`src/rtl/uart_display_pkg.sv`:
```
// Shared types and helpers for the UART-to-seven-segment display buffer.
// ascii_to_nibble is only used when UART_DISPLAY_ASCII_HEX_EN is defined.
package uart_display_pkg;

    typedef enum logic [1:0] {
        EMPTY,
        FILLING,
        FULL
    } disp_state_e;

    localparam logic [7:0] CLR_BYTE_DEFAULT = 8'h1B;

    // Returns {valid, nibble}; valid is low for anything outside 0-9, A-F, a-f.
    function automatic logic [4:0] ascii_to_nibble(input logic [7:0] ch);
        logic [4:0] result;
        result = '0;
        if (ch >= 8'h30 && ch <= 8'h39) begin
            result = {1'b1, 4'(ch - 8'h30)};
        end else if (ch >= 8'h41 && ch <= 8'h46) begin
            result = {1'b1, 4'(ch - 8'h37)};
        end else if (ch >= 8'h61 && ch <= 8'h66) begin
            result = {1'b1, 4'(ch - 8'h57)};
        end
        return result;
    endfunction

endpackage

```
`src/rtl/flash_timer.sv`:
```
// Load/decrement down-counter for the decimal-point flash.
// busy stays high while the count is nonzero.
module flash_timer #(
    parameter int unsigned FLASH_CYCLES = 25_000_000
) (
    input  logic clk,
    input  logic reset,
    input  logic load,
    output logic busy
);

    localparam int unsigned CW = $clog2(FLASH_CYCLES + 1);

    logic [CW-1:0] count;

    always_ff @(posedge clk) begin
        if (reset) begin
            count <= '0;
        end else if (load) begin
            count <= CW'(FLASH_CYCLES - 1);
        end else if (count != '0) begin
            count <= count - CW'(1);
        end
    end

    assign busy = (count != '0);

endmodule

```
`src/rtl/uart_display_buffer.sv`:
```
// Shifts received UART bytes (or ASCII hex nibbles when UART_DISPLAY_ASCII_HEX_EN
// is defined) into a 32-bit word for the eight-digit display controller.
//
//   state   | meaning
//   EMPTY   | nothing held, all digits blank
//   FILLING | some units held, buffer not yet full
//   FULL    | all units held; further accepts drop the oldest and set overflow
module uart_display_buffer
    import uart_display_pkg::*;
#(
    parameter int unsigned FLASH_CYCLES = 25_000_000,
    parameter logic [7:0]  CLR_BYTE     = CLR_BYTE_DEFAULT
) (
    input  logic        clk,
    input  logic        reset,
    input  logic [7:0]  rx_data,
    input  logic        rx_valid,
    input  logic        clear,
    output logic [31:0] dataIn,
    output logic [7:0]  digitDisplay,
    output logic [7:0]  digitPoint,
    output logic [3:0]  fill_count,
    output logic        overflow
);

`ifdef UART_DISPLAY_ASCII_HEX_EN
    localparam int         MAX_UNITS       = 8;
    localparam int         DIGITS_PER_UNIT = 1;
    localparam logic [7:0] POINT_MASK      = 8'h01;
`else
    localparam int         MAX_UNITS       = 4;
    localparam int         DIGITS_PER_UNIT = 2;
    localparam logic [7:0] POINT_MASK      = 8'h03;
`endif

    disp_state_e state;
    logic        purge;
    logic        accept;
    logic [31:0] shifted;
    logic [3:0]  fill_next;
    logic        fill_at_max;
    logic        flash_busy;

    function automatic logic [7:0] enable_mask(input logic [3:0] units);
        logic [7:0] m;
        m = '0;
        for (int i = 0; i < 8; i++) begin
            m[i] = (i < int'(units) * DIGITS_PER_UNIT);
        end
        return m;
    endfunction

    // The ESC byte acts exactly like the clear button and is never stored.
    assign purge = clear || (rx_valid && (rx_data == CLR_BYTE));

`ifdef UART_DISPLAY_ASCII_HEX_EN
    logic [4:0] decoded;
    assign decoded = ascii_to_nibble(rx_data);
    assign accept  = rx_valid && decoded[4] && !purge;
    assign shifted = {dataIn[27:0], decoded[3:0]};
`else
    assign accept  = rx_valid && !purge;
    assign shifted = {dataIn[23:0], rx_data};
`endif

    assign fill_at_max = (fill_count == 4'(MAX_UNITS));
    assign fill_next   = fill_at_max ? fill_count : fill_count + 4'd1;

    flash_timer #(
        .FLASH_CYCLES(FLASH_CYCLES)
    ) u_flash_timer (
        .clk  (clk),
        .reset(reset || purge),
        .load (accept),
        .busy (flash_busy)
    );

    // digitPoint is asserted on the accept edge and then follows the timer one
    // cycle late, so it stays lit for exactly FLASH_CYCLES cycles.
    always_ff @(posedge clk) begin
        if (reset || purge) begin
            state        <= EMPTY;
            dataIn       <= '0;
            digitDisplay <= '0;
            digitPoint   <= '0;
            fill_count   <= '0;
            overflow     <= 1'b0;
        end else if (accept) begin
            dataIn       <= shifted;
            fill_count   <= fill_next;
            digitDisplay <= enable_mask(fill_next);
            digitPoint   <= POINT_MASK;
            case (state)
                EMPTY: begin
                    state <= (fill_next == 4'(MAX_UNITS)) ? FULL : FILLING;
                end
                FILLING: begin
                    if (fill_next == 4'(MAX_UNITS)) begin
                        state <= FULL;
                    end
                end
                FULL: begin
                    overflow <= 1'b1;
                end
                default: begin
                    state <= EMPTY;
                end
            endcase
        end else begin
            digitPoint <= flash_busy ? POINT_MASK : 8'h00;
        end
    end

endmodule
```
`config.mk`:
```
export PLATFORM = sky130hd
export DESIGN_NAME = uart_display_buffer
export DESIGN_NICKNAME = d
export VERILOG_FILES = /design/src/rtl/uart_display_pkg.sv /design/src/rtl/flash_timer.sv /design/src/rtl/uart_display_buffer.sv
export SDC_FILE = /design/constraint.sdc
export NUM_CORES = 1
export LEC_CHECK = 0
export CORE_MARGIN = 2
export CORE_UTILIZATION = 50
export CTS_CLUSTER_DIAMETER = 120
export DETAILED_ROUTE_END_ITERATION = 16
export PLACE_DENSITY_LB_ADDON = 0.3
export RECOVER_POWER = 25
export REMOVE_ABC_BUFFERS = 1
export SLEW_MARGIN = 20
export SYNTH_ARGS = -nofsm -noshare
export SYNTH_HDL_FRONTEND = slang
export SYNTH_SLANG_ARGS = --single-unit
```
`constraint.sdc`:
```
create_clock -name clk -period 3.21 [get_ports clk]
set_input_delay 0.642 -clock clk [delete_from_list [all_inputs] [get_ports clk]]
set_output_delay 0.642 -clock clk [all_outputs]
set_load 0.01 [all_outputs]
```
* Yosys cells after proc, flatten, opt, wreduce, memory -nomap -nowiden *
Index checks and enable logic that the tools add are counted.

cells by class
  add/subtract/negate cells = 2
  magnitude comparators = 8
  equal/unequal tests = 6
  muxes and demuxes = 8
  bitwise gates (word level) = 1
  reduce and logical (&&, ||, !) cells = 11

operators by type and width
  kind                     number
  $mux W25                 2
  $reduce_bool A25 Y1      1
  $sub A25 B1 Y25 const B  1
  $lt A3 B5 Y1 const A     4
  $lt A1 B5 Y1 const A     2
  $lt A2 B5 Y1 const A     2
  $eq A4 B3 Y1 const B     2
  $eq A8 B5 Y1 const B     1
  $mux W2                  4
  $pmux W2 S3              1
  $add A4 B1 Y4 const B    1
  $mux W4                  1
  $reduce_and A3 Y1        1
  $eq A2 B1 Y1 const B     1
  $eq A2 B2 Y1 const B     1
  $logic_and A1 B1 Y1      2
  $logic_not A2 Y1         1
  $logic_or A1 B1 Y1       2
  $ne A2 B2 Y1 const B     1
  $reduce_and A2 Y1        1
  $reduce_bool A2 Y1       1
  $reduce_or A2 Y1         1
  $logic_not A1 Y1         1
  $not A1 Y1               1

storage, ports and cells
  register bits = 80
  bits of input ports = 12
  output and inout port bits = 53
  word-level logic and storage cells = 45

* Logic depth before layout (Yosys ltp) *
  word-level depth = 6
  depth in mapped cells = 8
  gate-level depth less buffers = 7

* Cells and area by module *
Synthesis repeated with hierarchy kept, for this count alone.

unflattened totals
  cells, all modules = 349
  area, all modules = 3062.9 µm²

by module, submodules not included
  module               times used  cells each  area an instance (µm²)  sequential area each (µm²)
  uart_display_buffer  1           198         1741.7                  880.8
  flash_timer          1           151         1321.3                  500.5

* Worst setup path after synthesis *
No wires, ideal clock.

  path type = reg2reg
  from = register u_flash_timer.count[16]
  to = register u_flash_timer.count[1]
  library setup time = 0.088 ns
  arrival time = 2.377 ns
  required time = 3.122 ns
  path slack = 0.745 ns
  cell stages (with the launch flop) = 7
  path buffers = 1
  period minus slack after synthesis = 2.465 ns
  cell sequence = dfxtp_1 -> or4_4 -> or4_4 -> buf_6 -> or4_4 -> and3_4 -> a311oi_2

on the way
  longest elaborated chain between the ends = 2

ends and longest elaborated chain
  item                          line               source
  start: declaration            flash_timer.sv:14  logic [CW-1:0] count;
  start signal: assignment      flash_timer.sv:20  count <= CW'(FLASH_CYCLES - 1);
  start signal: assignment      flash_timer.sv:22  count <= count - CW'(1);
  $reduce_bool A25 Y1           flash_timer.sv:21  end else if (count != '0) begin
  $reduce_bool A2 Y1 (no line)  --

No other way between the ends.
A chain may end at the register's enable or synchronous reset.

* Final worst setup path *
  from = register u_flash_timer.count[2]
  to = register u_flash_timer.count[18]

on the way
  longest elaborated chain between the ends = 3
  elaborated cells on any way between the ends = 5
  those cells by class = add/sub (1); mux (2); reduce/logical (2)

ends and longest elaborated chain
  item             line               source
  $sub A25 B1 Y25  flash_timer.sv:22
  $mux W25         flash_timer.sv:21
  $mux W25         flash_timer.sv:19  end else if (load) begin

Parallel ways exist; a longest one is shown, timed or not. The select of a mux whose other input is x is not followed.

==> impl_results.rst <==
.. list-table::
   :header-rows: 1

   * - Metric
     - Value
   * - Outcome
     - finished clean
   * - CP max stage cell
     - or4_2
   * - Switching fraction of total power
     - 30.6%
   * - Capturing point of the worst reg2reg path
     - u_flash_timer.count[18]
   * - Antenna violations before repair
     - 0
   * - I/O pins
     - 65
   * - Via count of the first global-routing pass
     - between 2000 and 2500
   * - Residual overflow from global routing
     - 0
   * - Unrepaired setup endpoints after global routing
     - false
   * - Clock transition at path regs
     - 0.08 ns
   * - Count of unique library cells instantiated by Yosys
     - between 40 and 50
   * - Combined flip-flop and latch cell area
     - 1380 um^2
   * - Share of post-route cells with drive strength above 1
     - 10.8%
   * - Number of vias after detailed routing
     - 2676
   * - Part of the total power dissipated in combinational logic
     - 21.4%
   * - Starting Density
     - 51.2%
   * - Number of instances resized during post-cts repair
     - 0
   * - Worst reg2reg setup slack
     - 0.46 ns
   * - Worst hold slack across all endpoints
     - 0.475 ns
   * - Tmin final
     - 2.75 ns
   * - Setup-violating endpoint count in the final report
     - 0
   * - Port Buffer Count
     - a little under 60
   * - Psw
     - 0.000652 W
   * - Clock power share
     - 34.1%
   * - Pin count of the biggest net entering global routing
     - 37
   * - Clock Skew
     - 0.00814 ns
   * - #FFs+latches synth
     - 69
   * - Residual antenna-violating net count after detailed routing
     - 0
   * - Height of the die
     - 81.4 um
   * - CTS sink cnt
     - between 60 and 70
   * - Top flip-flop cell by instance count after synthesis
     - dfxtp_1
   * - Max Transition Viols Final
     - 0
   * - Multi-input logic area
     - 1440 um^2
   * - Count of flip-flops with a built-in enable after synthesis
     - 0
   * - Leading post-synthesis cells by cell area
     - dfxtp_1, o22ai_1, nor2_1
   * - Per-cell routed wire length
     - 14.4 um
   * - Number of buffers inserted by post-CTS setup repair
     - 0
   * - H-tree level count
     - 3
   * - Total detailed-routing wirelength
     - 6.70 mm
   * - Required time of the worst setup path
     - around 3.5 ns
   * - Gate count of the mapped netlist
     - 334
   * - Top fanout value on the critical path
     - 7
   * - CTS tree
     - done
   * - Post-detailed-placement half-perimeter wirelength
     - 4.50 mm
   * - Cell Pwr Density
     - 562 nW/um^2
   * - Weighted congestion at the end of routability-driven global placement
     - 0.825
   * - Class of the tightest hold or removal check
     - register to register
   * - Hold buffer count at CTS
     - 0
   * - Final nets
     - 401
   * - Final worst-path cycle share
     - 85.6%
   * - First-pass GRT wire length
     - 11.2 mm
   * - Wl on met1
     - 3.04 mm
   * - Routed vias/inst
     - 5.77
   * - Later-pin clock latency in the skew report
     - 0.35 ns
   * - Slew at the pin closest to its max-slew limit
     - 0.617 ns
   * - Antenna cells
     - 0
   * - Worst max-slew margin expressed relative to the limit
     - 58.5%
   * - Reg2Reg Depth
     - 5
   * - Top routing layer in use
     - met4
   * - Min-delay src
     - overflow
   * - Register area share after synthesis
     - 46.2%
   * - Total CTS buffers
     - 9
   * - Data arrival time of the worst path
     - 3.02 ns
   * - Width of the die
     - 81.4 um
   * - Share of synthesized registers carrying an async set or reset
     - 0%
   * - Number of inserted filler cells in the final layout
     - 480
   * - Total iterations of the first detailed-routing run
     - 5
   * - Worst stage delay on the critical path
     - 0.63 ns
   * - Library cell occupying the most area in the post-synthesis netlist
     - dfxtp_1
   * - Proportion of netlist area held by the largest area contributor
     - 46.2%
   * - Worst Hold Path EP
     - overflow
   * - Final count of hold timing violations
     - 0
   * - Layout area overhead
     - 26.8%
   * - Kind of launch point of the worst setup path
     - register
   * - Cell area after synthesis
     - 2990 um^2
   * - Number of placement rows
     - 28
   * - Pre-CTS setup slack
     - 0.375 ns
   * - Die area
     - 6620 um^2
   * - Post-Syn Area per Cell
     - 8.96 um^2
   * - Cell chosen for the clock root
     - clkbuf_8
   * - Residual DRC
     - 0
   * - Yosys warnings
     - 0
   * - CORE AREA
     - 5850 um^2
   * - Max-cap violations
     - 0
   * - Fraction of power consumed by sequential logic
     - between 40% and 50%
   * - Standby leakage power
     - 1.48 nW
   * - Top achievable clock speed
     - roughly 360 MHz
   * - Reg2reg start
     - u_flash_timer.count[2]
   * - GRT Resource Usage Total
     - 21.8%
   * - Number of buffer and inverter stages on the critical path
     - 0
   * - Cells on Worst Hold Path
     - 2
   * - Maximum vdd ir drop
     - around 420 uV
   * - Minimum setup slack in the final design
     - 0.462 ns
   * - Clock Path Buffers
     - 2
   * - Starting DRT DRC Count
     - 110
   * - Kind of critical path
     - register to register
   * - Met3 Routed Length
     - between 400 and 500 um
   * - Crit end category
     - register
   * - Routed met2 length
     - 3.13 mm
   * - Worst-path cell chain
     - or4_1 > nor4_1 > o2111ai_1 > or4_2 > a31oi_1
   * - Internal Power
     - 0.00148 W
   * - Delay-heaviest family, CP
     - simple AND/OR/NAND/NOR gates
   * - Final core area utilization
     - between 60% and 70%
[metrics by stage]
stage	instances	TNS (ns)	cell area [um^2]	power (W)
after detailed placement	448	0	3590	0.00143
after CTS	464	0	3790	0.00215
after floorplan	308	-64.32	2830	0.00127
after global placement	448	0	3590	0.00141
final	464	0	3790	0.00213
after global routing	464	0	3790	0.00225
[power groups by stage]
stage	Sequential [W]	Combinational, W	Clock (W)
finish	0.000947	0.000457	0.000728
global route	0.000956	0.000509	0.000781
CTS	0.000948	0.000463	0.000737
detailed placement	0.000967	0.000459	0
global placement	0.000965	0.000447	0
floorplan	0.000970	0.000299	0
[metal layers]
layer / track usage, % / up-vias
met5: 0 / -
met2: 32.9 / 67
met4: 7.12 / 0
met1: 28.2 / 1271
li1: - / 1328
met3: 9.00 / 10
[cells by family (layout without fill, tap and decap cells)]
family                     Yosys count  in the layout  share of synthesized area [%]
and+or+nand+nor                    115            115                           20.9
AOI/OAI and AO/OA                   94             94                           20.2
DFF                                 69             69                           46.2
buffers and inverters               38             88                           6.94
xor gates and xnor gates             9              9                           2.63
adders and majority gates            5              5                           2.09
muxes                                3              3                           1.05
other                                1              6                          0.125
[Yosys cell counts, types with 3 or more instances]
master     number
o2111ai_1       4
nor3_1          5
ha_1            5
o31ai_1         9
or4_2           3
or2_2           3
a31oi_1        10
or4_4           3
a211oi_1        3
a21oi_1        19
nand2b_1        3
dfxtp_1        69
or3_1          11
o22ai_1        31
nor2_1         48
xor2_1          6
or3_2           3
inv_1           7
o21ai_0        10
clkbuf_1       15
buf_4          13
nand2_1         8
nor4_1          4
xnor2_1         3
or4_1           7
nand3_1         4
[sequential cells by signal, summed over array words and instances, names as in the netlist]
| name | cells |
|---|---|
| digitDisplay | 4 |
| fill_count | 4 |
| digitPoint | 1 |
| overflow | 1 |
| u_flash_timer.count | 25 |
| state | 2 |
| dataIn | 32 |
[area by class of cell]
type                       count  area share, %
multi-input combinational    232           38.0
clock buffer                   9           3.27
tap                           75           2.47
sequential                    69           36.4
timing repair buffer          65           17.0
inverter                       7          0.693
clock inverter                 7           2.11
[layout by cell type (no fill, tap or decap), drive strengths merged, types with 2 or more instances in the layout]
master,netlist,routed
buf,16,7
ha,5,5
nand3,4,4
a311oi,3,3
a21oi,19,19
o22ai,31,31
a211oi,3,3
nand4,2,2
dlygate4sd3,0,29
clkinvlp,0,2
xnor2,3,3
mux2i,2,2
nand3b,2,2
or4,13,13
or4b,2,2
nand2b,3,3
o21a,2,2
clkbuf,15,9
nand2,8,8
nor3b,2,2
nor2,48,48
a31oi,10,10
o21ai,10,10
conb,1,6
xor2,6,6
clkdlybuf4s50,0,29
or3,14,14
nor4,4,4
o31ai,10,10
inv,7,10
o2111ai,4,4
dfxtp,69,69
or2,3,3
nor3,5,5
[worst max-delay path by stage]
stage / cells after the start / slack (ns) / from / end
floorplan: 5 / -1.37 / rx_data[5] / fill_count[0]
global placement: 6 / 0.45 / rx_data[5] / dataIn[23]
detailed placement: 6 / 0.38 / rx_data[5] / dataIn[21]
CTS: 5 / 0.44 / u_flash_timer.count[2] / u_flash_timer.count[18]
global route: 5 / 0.27 / u_flash_timer.count[2] / u_flash_timer.count[18]
finish: 5 / 0.46 / u_flash_timer.count[2] / u_flash_timer.count[18]
[worst min-delay path, cell delays in order, from the launching register on]
cell and delay, ns:
dfxtp_1 0.33, a31oi_1 0.04, nor2_1 0.07
Power figures use the tool's default switching activity.
